--- src/rtl/bnn_xnor_neuron.sv ---
// Binary XNOR-popcount neuron: accumulates popcount(~(act ^ wgt)) over
// N_CHUNKS accepted chunks, then presents the sum and a thresholded bit
// through a valid/ready handshake.
module bnn_xnor_neuron #(
    parameter int unsigned CHUNK_W  = 8,
    parameter int unsigned N_CHUNKS = 4,
    localparam int unsigned CNT_W   = $clog2(CHUNK_W * N_CHUNKS + 1)
) (
    input  logic               clk,
    input  logic               rst,
    input  logic               clear,
    input  logic [CNT_W-1:0]   thresh,
    input  logic               in_valid,
    output logic               in_ready,
    input  logic [CHUNK_W-1:0] act_in,
    input  logic [CHUNK_W-1:0] wgt_in,
    output logic               out_valid,
    input  logic               out_ready,
    output logic               out_bit,
    output logic [CNT_W-1:0]   out_sum,
    output logic               busy
);

    localparam int unsigned CCW = $clog2(N_CHUNKS + 1);

    typedef enum logic [1:0] {
        IDLE = 2'd0,
        ACC  = 2'd1,
        DONE = 2'd2
    } state_t;

    state_t           state_q, state_d;
    logic [CNT_W-1:0] acc_q, acc_d;
    logic [CNT_W-1:0] thr_q, thr_d;
    logic [CCW-1:0]   cnt_q, cnt_d;
    logic [CNT_W-1:0] pc;
    logic             accept;

    // Count of agreeing bit positions (+1*+1 or -1*-1) in one chunk.
    function automatic logic [CNT_W-1:0] popcount(input logic [CHUNK_W-1:0] v);
        logic [CNT_W-1:0] s;
        s = '0;
        for (int unsigned i = 0; i < CHUNK_W; i++) begin
            s = s + CNT_W'(v[i]);
        end
        return s;
    endfunction

    assign pc       = popcount(~(act_in ^ wgt_in));
    assign in_ready = !rst && (state_q != DONE);
    assign accept   = in_valid && in_ready;

    // Result is only visible while in DONE; otherwise outputs read zero.
    assign out_valid = (state_q == DONE);
    assign out_sum   = out_valid ? acc_q : '0;
    assign out_bit   = out_valid && (acc_q >= thr_q);
    assign busy      = (state_q != IDLE);

    // State, accumulator, threshold and chunk counter registers.
    always_ff @(posedge clk or posedge rst) begin
        if (rst) begin
            state_q <= IDLE;
            acc_q   <= '0;
            thr_q   <= '0;
            cnt_q   <= '0;
        end else begin
            state_q <= state_d;
            acc_q   <= acc_d;
            thr_q   <= thr_d;
            cnt_q   <= cnt_d;
        end
    end

    // Next-state logic; clear overrides every handshake in every state.
    always_comb begin
        state_d = state_q;
        acc_d   = acc_q;
        thr_d   = thr_q;
        cnt_d   = cnt_q;
        if (clear) begin
            state_d = IDLE;
            acc_d   = '0;
            cnt_d   = '0;
        end else begin
            case (state_q)
                IDLE: begin
                    if (accept) begin
                        acc_d   = pc;
                        thr_d   = thresh;
                        cnt_d   = CCW'(1);
                        state_d = (N_CHUNKS == 1) ? DONE : ACC;
                    end
                end
                ACC: begin
                    if (accept) begin
                        acc_d = acc_q + pc;
                        cnt_d = cnt_q + CCW'(1);
                        if (cnt_q == CCW'(N_CHUNKS - 1)) begin
                            state_d = DONE;
                        end
                    end
                end
                DONE: begin
                    if (out_ready) begin
                        state_d = IDLE;
                        acc_d   = '0;
                        cnt_d   = '0;
                    end
                end
                default: begin
                    state_d = IDLE;
                    acc_d   = '0;
                    cnt_d   = '0;
                end
            endcase
        end
    end

endmodule
--- config.mk ---
export PLATFORM = sky130hd
export DESIGN_NAME = bnn_xnor_neuron
export DESIGN_NICKNAME = d
export VERILOG_FILES = /design/src/rtl/bnn_xnor_neuron.sv
export SDC_FILE = /design/constraint.sdc
export NUM_CORES = 1
export LEC_CHECK = 0
export BUFFER_PORTS_ARGS = -buffer_cell sky130_fd_sc_hd__buf_4
export CORE_UTILIZATION = 45
export DETAILED_ROUTE_END_ITERATION = 12
export PLACE_DENSITY = 0.67
export SKIP_CTS_REPAIR_TIMING = 1
export SLEW_MARGIN = 10
export SYNTH_ARGS = -nofsm -noshare
export SYNTH_HDL_FRONTEND = slang
export SYNTH_SLANG_ARGS = --single-unit
--- constraint.sdc ---
create_clock -name clk -period 2.4 [get_ports clk]
set_input_delay 0.48 -clock clk [delete_from_list [all_inputs] [get_ports clk]]
set_output_delay 0.48 -clock clk [all_outputs]
set_load 0.03 [all_outputs]
==> flow_summary_export.csv, run 1 <==
group,metric,value,unit
worst_setup_path,crit_chain,"buf_8, xnor2_4, fa_1, inv_1, fa_1, fa_1, inv_2, ha_4, fa_1, inv_1, fa_2, xnor2_2, mux2i_1, or3_1, a21oi_1",
place,numPortBuffers,36,
worst_setup_path,timing.setup.critical_path_class,"in -> reg",
synth,synth-warning-count,0,
cts,numCtsBuffers,3,
timing,clock.fmax,261,MHz
final_layout,num_antenna_cells,0,
synth,postSynthAreaPerCell,9.38,um2
grt,groute.usage.overall,0.203,
power,internal-power,897,uW
final_layout,fin_cells,240,
power,net-switching-power,561,uW
cts,cts.sinks,17,
cts,clockBufferDepth,2,
routing,post-route-drc-count,0,
power,power.switching_fraction,0.385,
worst_setup_path,r2r_end,"acc_q[2]",
routing,detail-route-antenna-nets,0,
run_status,outcome,"finished with violations",
timing,hold_violations_final,0,
routing,post_drt_wl_per_cell,13.8,um
synth,netlist_area,1450,um2
routing,avgViaCountPerCell,5.16,
power,power.clock.fraction,0.114,
grt,first_global_vias,1185,
cts,cts_tree,"done",
final_layout,areaGrowthSynthToFinish,36.2,%
synth,synth_async_sr_flop_share,1.00,
die,placementRows,20,
die,chipHeight,58.7,um
cts,clock_insertion_delay_worst_skew,0.30,ns
power,worst_supply_voltage_drop_on_vdd,0.000524,V
power,seq_power_share,0.242,
place,placed_cells,235,
worst_setup_path,critical_path.reg2reg.startpoint,"acc_q[0]",
synth,synth_seq_area_share,0.294,
worst_setup_path,worstPathRequired,2.64,ns
timing,finalCritPeriodShare,1.60,
place,gpl.final_weighted_congestion,0.869,
timing,final-setup-viol-count,6,
routing,drt_pre_antenna_iters,4,
timing,worst_slew_slack_as_a_fraction_of_its_limit,0.551,
worst_setup_path,ff2ff_setup_slack,0.58,ns
synth,number_of_flops_mapped_to_enable_cells_by_yosys,0,
die,dieArea,3440,um2
grt,grt_first_pass_wirelength,5.26,mm
synth,postSynth.topFlopCell,"sky130_fd_sc_hd__dfrtp_1",
synth,synth.distinct_cells,42,
place,dp_hpwl,2.47,mm
worst_setup_path,path_max_fanout,2,
worst_setup_path,reg2regPathDepth,8,
synth,synthesis.instances,154,
die,ios,37,
routing,drt-total-wl,3.32,mm
run,max_cap_viol_count,0,
timing,worst_slack,-1.43,ns
timing,maxSlewViolCount,0,
timing,tightestPinTransition,0.673,ns
final_layout,drive_above_1_share,0.367,
grt,grt_overflow_total,0,
worst_setup_path,worst_setup_path_start_kind,"input pin",
timing,finalClockSkew,0.00646,ns
timing,timing.final.crit_period,3.83,ns
cts,clk_transition_reported_paths,0.11,ns
worst_setup_path,path_common_cell,"sky130_fd_sc_hd__fa_1",
synth,register_bit_count_reported_by_yosys,17,
power,combinational_share_of_power,0.644,
timing,fin_worst_hold_slack,0.282,ns
die,floorplan.core_area,3050,um2
final_layout,finish.net_count,244,
worst_hold_path,min_path_type,"in -> async",
die,initial_utilization,0.473,
grt,grt_antenna_before_repair,0,
worst_setup_path,slowest_stage,"sky130_fd_sc_hd__fa_1",
cts,htree_num_levels,1,
place,worst_slack_after_detailed_placement,-1.76,ns
run_status,failed_checks,"setup timing",
die,die_w,58.7,um
synth,synth_nets,201,
grt,grt_max_degree,18,
routing,drtIter0Drc,41,
power,power_density,741,nW/um2
worst_setup_path,setup.worst_path.end_class,"flip-flop",
timing,setup_repair_after_global_routing_missed_its_margin,"yes",
worst_setup_path,timing.critical_path.slowest_cell_delay,0.54,ns
power,static-leakage-power,0.000917,uW
worst_setup_path,timing.critical_path.arrival,4.07,ns
routing,detailroute.via_count,1239,
cts,cts.root.buffer_cell,"sky130_fd_sc_hd__clkbuf_4",
-- state kept, by name, indices dropped and copies added (netlist names) --
name	flops
cnt_q	3
state_q	2
acc_q	6
thr_q	6
-- kinds of logic after synthesis --
kind of cell | synth area share
buffers and inverters | 0.0719
adder cells (fa/ha/maj) | 0.199
AO/OA/AOI/OAI | 0.163
multiplexers | 0.0286
XOR/XNOR | 0.0606
AND/OR/NAND/NOR | 0.183
flip-flops | 0.294
-- area by class of cell --
type,count,area (um2)
Tap cell,44,55.1
Clock inverter,1,5.00
Multi-Input combinational cell,114,1050
Fill cell,267,1080
Sequential cell,17,425
Clock buffer,3,22.5
Timing Repair Buffer,43,338
Inverter,18,70.1
-- cells in the final DEF, fill, tap and decap left out, types with 2 or more instances in the layout --
cell / synthesis / routed
sky130_fd_sc_hd__nand2_1: 14 / 14
sky130_fd_sc_hd__mux2i_1: 3 / 3
sky130_fd_sc_hd__nor3_1: 2 / 2
sky130_fd_sc_hd__a22o_1: 3 / 3
sky130_fd_sc_hd__xnor2_1: 5 / 2
sky130_fd_sc_hd__buf_6: 1 / 2
sky130_fd_sc_hd__xor2_1: 5 / 4
sky130_fd_sc_hd__o21ai_0: 10 / 7
sky130_fd_sc_hd__nand2b_4: 1 / 3
sky130_fd_sc_hd__nor2_1: 6 / 6
sky130_fd_sc_hd__nand2b_1: 5 / 3
sky130_fd_sc_hd__o21ai_1: 0 / 3
sky130_fd_sc_hd__fa_1: 5 / 4
sky130_fd_sc_hd__clkbuf_4: 0 / 3
sky130_fd_sc_hd__nor2b_1: 3 / 3
sky130_fd_sc_hd__o31ai_1: 2 / 2
sky130_fd_sc_hd__nand3_1: 3 / 3
sky130_fd_sc_hd__and2_1: 4 / 4
sky130_fd_sc_hd__dfrtp_1: 17 / 17
sky130_fd_sc_hd__buf_4: 1 / 40
sky130_fd_sc_hd__a21oi_1: 8 / 6
sky130_fd_sc_hd__ha_1: 15 / 11
sky130_fd_sc_hd__ha_4: 0 / 4
sky130_fd_sc_hd__inv_1: 17 / 16
sky130_fd_sc_hd__xnor2_2: 0 / 2
-- layer usage --
metal | global-route usage | wire length (um)
met5 | 0 | 0
met4 | 0.0374 | 45
met3 | 0.0396 | 167
met2 | 0.365 | 1710
met1 | 0.256 | 1400
-- worst max-delay path, delay by kind of cell --
kind	cells	cell delay, ns
XOR/XNOR	2	0.29
adder cells (fa/ha/maj)	6	2.52
buffers and inverters	4	0.25
AO/OA/AOI/OAI	1	0.12
AND/OR/NAND/NOR	1	0.32
multiplexers	1	0.08
-- metrics by stage --
stage	setup TNS (ns)	total power, uW	utilization	instance area (um2)
after floorplan	-7.82	862	-	1500
after global placement	-9.21	1040	0.600	1830
after detailed placement	-9.47	1070	0.600	1830
after CTS	-7.63	1230	0.609	1860
after global routing	-7.88	1580	0.645	1970
final	-7.24	1460	0.645	1970
-- how the worst max path moves through the flow --
| stage | startpoint | to | slack (ns) |
|---|---|---|---|
| finish | act_in[3] | acc_q[2] | -1.43 |
| global route | act_in[3] | acc_q[2] | -1.53 |
| CTS | wgt_in[3] | acc_q[3] | -1.43 |
| detailed placement | wgt_in[3] | acc_q[3] | -1.76 |
| global placement | wgt_in[3] | acc_q[2] | -1.72 |
| floorplan | wgt_in[3] | acc_q[2] | -1.53 |
-- Yosys cell counts, drive strengths merged (5+ instances only) --
| master | n | share of area |
|---|---|---|
| nand2b | 6 | 0.031 |
| xnor2 | 5 | 0.030 |
| buf | 5 | 0.023 |
| xor2 | 5 | 0.030 |
| a21oi | 8 | 0.028 |
| inv | 18 | 0.048 |
| o21ai | 10 | 0.035 |
| dfrtp | 17 | 0.29 |
| fa | 5 | 0.069 |
| ha | 15 | 0.13 |
| nor2 | 7 | 0.020 |
| nand2 | 14 | 0.036 |
-- power by group through the flow --
stage / combinational [uW] / clock (uW) / sequential [uW]
final: 940 / 166 / 353
after global routing: 1040 / 178 / 359
after CTS: 711 / 169 / 355
after detailed placement: 707 / 0 / 361
after global placement: 678 / 0 / 360
after floorplan: 512 / 0 / 351
Note: power is estimated with default switching activity, not from simulation.
==> inputs of run 2 (changes only) <==
--- a/config.mk
+++ b/config.mk
@@ -8,7 +8,7 @@
 export BUFFER_PORTS_ARGS = -buffer_cell sky130_fd_sc_hd__buf_4
 export CORE_UTILIZATION = 45
 export DETAILED_ROUTE_END_ITERATION = 12
-export PLACE_DENSITY = 0.67
+export PLACE_DENSITY = 0.69
 export SKIP_CTS_REPAIR_TIMING = 1
 export SLEW_MARGIN = 10
 export SYNTH_ARGS = -nofsm -noshare
==> constraint.sdc (replaced) <==
create_clock -name clk -period 3.1 [get_ports clk]
set_input_delay 0.62 -clock clk [delete_from_list [all_inputs] [get_ports clk]]
set_output_delay 0.62 -clock clk [all_outputs]
set_load 0.03 [all_outputs]
==> run 2 against run 1 <==
The flow still finishes with violations (setup timing). Clock skew hardly changed. Wire length is 7.9% higher. Die area stayed put. Sequential share of layout area is 0.38 points higher. Sequential power is 20% lower. Non-clock buffer count is 1 lower. Global-route usage is 1.1 points higher. Total power is 23% lower. Combinational power is 24% lower.
==> flow_summary_export.csv, run 2 (synthesized netlist as in run 1, its figures left out) <==
group,metric,value,unit
worst_setup_path,worst_setup_path_start_kind,"input pin",
run,max_cap_viol_count,0,
routing,drt_pre_antenna_iters,4,
cts,numCtsBuffers,3,
worst_hold_path,min_path_type,"in -> async",
worst_setup_path,number_of_buffer_and_inverter_instances_along_the_worst_setup_path,4,
timing,timing.final.crit_period,4.04,ns
final_layout,commonest_cells_after_routing_fill_and_taps_aside,"38 x sky130_fd_sc_hd__buf_4, 17 x sky130_fd_sc_hd__dfrtp_1, 15 x sky130_fd_sc_hd__inv_1",
die,die_w,58.7,um
routing,drtIter0Drc,47,
worst_setup_path,timing.critical_path.slowest_cell_delay,0.56,ns
worst_setup_path,path_max_fanout,2,
place,placed_cells,234,
routing,detail-route-antenna-nets,0,
routing,post-route-drc-count,0,
timing,hold_violations_final,0,
timing,tightestPinTransition,0.713,ns
final_layout,fin_cells,239,
timing,setup_repair_after_global_routing_missed_its_margin,"yes",
place,numPortBuffers,36,
die,dieArea,3440,um2
timing,worst_slew_slack_as_a_fraction_of_its_limit,0.525,
grt,first_global_vias,1237,
die,floorplan.core_area,3050,um2
die,initial_utilization,0.473,
routing,avgViaCountPerCell,5.33,
cts,cts_tree,"done",
die,placementRows,20,
cts,clock_insertion_delay_worst_skew,0.30,ns
final_layout,finish.net_count,243,
grt,grt_max_degree,18,
power,fin_total_pwr,1120,uW
final_layout,num_antenna_cells,0,
timing,final-setup-viol-count,5,
power,power_density,581,nW/um2
worst_setup_path,path_common_cell,"sky130_fd_sc_hd__fa_1",
final_layout,drive_above_1_share,0.344,
run_status,failed_checks,"setup timing",
timing,clock.fmax,248,MHz
die,ios,37,
cts,clk_transition_reported_paths,0.11,ns
timing,maxSlewViolCount,0,
routing,detailroute.via_count,1275,
worst_setup_path,timing.critical_path.depth,15,
grt,groute.usage.overall,0.214,
cts,cts.sinks,17,
routing,drt-total-wl,3.59,mm
grt,grt_antenna_before_repair,0,
worst_setup_path,worstPathRequired,3.33,ns
grt,grt_overflow_total,0,
worst_setup_path,timing.critical_path.arrival,4.27,ns
routing,post_drt_wl_per_cell,15.0,um
worst_setup_path,setup.worst_path.end_class,"flip-flop",
worst_setup_path,reg2regPathDepth,4,
cts,cts.root.buffer_cell,"sky130_fd_sc_hd__clkbuf_4",
timing,finalCritPeriodShare,1.30,
power,worst_supply_voltage_drop_on_vdd,0.000417,V
timing,finalClockSkew,0.00668,ns
timing,worst_slack,-0.938,ns
grt,grt_first_pass_wirelength,5.51,mm
worst_setup_path,critical_path.top_delay_family,"adder cells",
place,dp_hpwl,2.60,mm
final_layout,areaGrowthSynthToFinish,33.9,%
final_layout,reg.largest.list,"acc_q: 6 flops, thr_q: 6 flops, cnt_q: 3 flops",
die,chipHeight,58.7,um
place,gpl.final_weighted_congestion,0.811,
cts,clockBufferDepth,2,
worst_setup_path,slowest_stage,"sky130_fd_sc_hd__fa_2",
cts,htree_num_levels,1,
worst_setup_path,crit_chain,"buf_8, xnor2_4, fa_1, inv_1, fa_1, fa_1, inv_2, ha_4, fa_2, inv_2, fa_2, xnor2_1, mux2i_1, or3_1, a21oi_1",
power,static-leakage-power,0.000888,uW
run_status,outcome,"finished with violations",
final_layout,final_common_cell,"sky130_fd_sc_hd__buf_4",
worst_setup_path,timing.setup.critical_path_class,"in -> reg",
-- run 2: worst paths after layout --
kind                             from  endpoint  slack [ns]
setup reg to reg           state_q[0]  acc_q[2]        1.25
hold reg to reg              cnt_q[2]  cnt_q[2]        0.49
max in group asynchronous         rst  acc_q[3]        2.23
hold / removal                    rst  cnt_q[0]        0.43
min in group clk             cnt_q[2]  cnt_q[2]        0.49
setup / recovery            act_in[3]  acc_q[2]       -0.94
-- run 2: power breakdown --
part           internal (uW)  leakage (uW)  total, uW  switching, uW
Clock                   50.2     0.0000150        129           78.7
Combinational            383      0.000650        712            330
Sequential               251      0.000223        282           31.0
-- run 2: through the flow --
| step | TNS, ns | hold slack, ns | utilization | setup WS (ns) | instance area, um2 |
|---|---|---|---|---|---|
| 2_1_floorplan | -4.46 | 0.448 | - | -0.973 | 1500 |
| 3_3_place_gp | -5.90 | 0.461 | 0.598 | -1.17 | 1820 |
| 3_5_place_dp | -6.42 | 0.475 | 0.598 | -1.28 | 1820 |
| 4_1_cts | -4.56 | 0.453 | 0.606 | -0.961 | 1850 |
| 5_1_grt | -5.04 | 0.494 | 0.634 | -1.04 | 1930 |
| 6_report | -4.47 | 0.430 | 0.634 | -0.938 | 1930 |
-- run 2: area by class of cell --
cell class              instances  area, um2
repair buffers                 42        334
clock buffers                   4       26.3
well taps                      44       55.1
multi-input cells             114       1020
flip-flops and latches         17        425
inverters                      18       70.1
fillers                       270       1120
-- run 2: per-layer routing --
layer | global-route usage | share of wire
met1 | 0.267 | 0.40
met2 | 0.368 | 0.53
met3 | 0.0374 | 0.045
met4 | 0.0884 | 0.020
met5 | 0 | 0
==> inputs of run 3 (changes only) <==
==> constraint.sdc (replaced) <==
create_clock -name clk -period 3.1 [get_ports clk]
set_input_delay 0.155 -clock clk [delete_from_list [all_inputs] [get_ports clk]]
set_output_delay 0.155 -clock clk [all_outputs]
set_load 0.03 [all_outputs]
==> run 3 against run 2 <==
The flow finishes with violations (hold timing, setup timing). Critical path depth unchanged. Final cell count unchanged. Non-clock buffer count unchanged. Critical path type unchanged.
==> flow_summary_export.csv, run 3 (synthesized netlist as in run 1, its figures left out) <==
group,metric,value,unit
die,dieArea,3440,um2
power,power_density,558,nW/um2
timing,hold_violations_final,17,
grt,first_global_vias,1195,
cts,cts.sinks,17,
final_layout,multiInputGateArea,1010,um2
place,dp_hpwl,2.45,mm
final_layout,num_antenna_cells,0,
worst_setup_path,timing.setup.critical_path_class,"in -> reg",
power,worst_supply_voltage_drop_on_vdd,0.000289,V
run_status,failed_checks,"hold timing, setup timing",
worst_setup_path,timing.critical_path.arrival,3.78,ns
worst_setup_path,r2r_end,"acc_q[2]",
routing,post_drt_wl_per_cell,13.4,um
worst_setup_path,path_max_fanout,5,
routing,detailroute.via_count,1253,
timing,timing.final.crit_period,3.55,ns
routing,drt-total-wl,3.20,mm
worst_setup_path,setup.worst_path.end_class,"flip-flop",
die,floorplan.core_area,3050,um2
timing,clock.fmax,282,MHz
die,chipHeight,58.7,um
routing,drtIter0Drc,44,
die,die_w,58.7,um
routing,detail-route-antenna-nets,0,
worst_setup_path,worst_setup_path_start_kind,"input pin",
place,numPortBuffers,36,
cts,clock_insertion_delay_worst_skew,0.30,ns
grt,grt_first_pass_wirelength,5.13,mm
routing,avgViaCountPerCell,5.24,
place,gpl.final_weighted_congestion,0.786,
timing,worst_slew_slack_as_a_fraction_of_its_limit,0.544,
cts,clockBufferDepth,2,
timing,finalClockSkew,0.00834,ns
grt,grt_overflow_total,0,
final_layout,final_common_cell,"sky130_fd_sc_hd__buf_4",
final_layout,areaGrowthSynthToFinish,32.8,%
timing,finalCritPeriodShare,1.15,
final_layout,finish.net_count,243,
final_layout,drive_above_1_share,0.349,
worst_setup_path,ff2ff_setup_slack,1.27,ns
cts,cts_tree,"done",
place,worst_slack_after_detailed_placement,-0.755,ns
cts,clk_transition_reported_paths,0.11,ns
run,max_cap_viol_count,0,
timing,worst_slack,-0.451,ns
timing,tightestPinTransition,0.684,ns
timing,final-setup-viol-count,5,
final_layout,final.fill_count,289,
cts,cts.root.buffer_cell,"sky130_fd_sc_hd__clkbuf_4",
timing,fin_worst_hold_slack,-0.0346,ns
final_layout,postLayoutCellArea,1920,um2
die,ios,37,
worst_setup_path,worstPathRequired,3.33,ns
final_layout,reg.largest.list,"acc_q: 6 flops, thr_q: 6 flops, cnt_q: 3 flops",
routing,post-route-drc-count,0,
timing,setup_repair_after_global_routing_missed_its_margin,"yes",
routing,drt_pre_antenna_iters,4,
final_layout,final_core_utilization,0.629,
die,placementRows,20,
run_status,outcome,"finished with violations",
cts,numCtsBuffers,3,
grt,grt_max_degree,18,
final_layout,reg_area,425,um2
power,static-leakage-power,0.000901,uW
timing,maxSlewViolCount,0,
place,postPlaceCellArea,1800,um2
worst_hold_path,min_path_type,"in -> async",
die,initial_utilization,0.473,
grt,grt_antenna_before_repair,0,
final_layout,commonest_cells_after_routing_fill_and_taps_aside,"39 x sky130_fd_sc_hd__buf_4, 17 x sky130_fd_sc_hd__dfrtp_1, 16 x sky130_fd_sc_hd__inv_1",
grt,groute.usage.overall,0.194,
worst_setup_path,reg2regPathDepth,4,
worst_setup_path,critical_path.reg2reg.startpoint,"state_q[0]",
cts,htree_num_levels,1,
## run 3: critical path, stage by stage
cell	delay [ns]
sky130_fd_sc_hd__buf_8	0.10
sky130_fd_sc_hd__xnor2_4	0.13
sky130_fd_sc_hd__fa_1	0.54
sky130_fd_sc_hd__inv_1	0.05
sky130_fd_sc_hd__fa_1	0.44
sky130_fd_sc_hd__fa_1	0.48
sky130_fd_sc_hd__inv_1	0.04
sky130_fd_sc_hd__ha_2	0.18
sky130_fd_sc_hd__fa_1	0.37
sky130_fd_sc_hd__xor2_1	0.23
sky130_fd_sc_hd__ha_2	0.36
sky130_fd_sc_hd__xnor2_2	0.17
sky130_fd_sc_hd__mux2i_1	0.08
sky130_fd_sc_hd__or3_1	0.32
sky130_fd_sc_hd__a21oi_1	0.13
## run 3: area by class of cell
type,instances,share of cell area
Tap cell,44,0.0287
Multi-Input combinational cell,114,0.527
Inverter,18,0.0365
Timing Repair Buffer,42,0.172
Sequential cell,17,0.222
Clock buffer,4,0.0137
## run 3: per-layer routing
layer,global-route usage,wire [um],up-vias
li1,-,-,613
met1,0.249,1400,598
met2,0.342,1650,37
met3,0.0154,115,5
met4,0.0714,38,0
met5,0,0,-
## run 3: how the worst max path moves through the flow
stage / from / to
4_1_cts: wgt_in[3] / acc_q[2]
5_1_grt: act_in[3] / acc_q[2]
3_3_place_gp: wgt_in[3] / acc_q[4]
3_5_place_dp: wgt_in[3] / acc_q[4]
2_1_floorplan: wgt_in[3] / acc_q[2]
6_report: act_in[3] / acc_q[2]
## run 3: where the power goes
group	switching, uW	leakage [uW]	internal [uW]	total (uW)
combinational	308	0.000663	362	670
sequential	25.7	0.000223	251	277
clock	73.8	0.0000150	50.1	124
## run 3: metrics by stage
step	TNS [ns]	total power, uW	cells
final	-1.99	1070	239
after global routing	-2.64	1160	239
after CTS	-2.10	928	237
after detailed placement	-3.67	800	233
after global placement	-3.34	780	233
after floorplan	-2.16	654	154
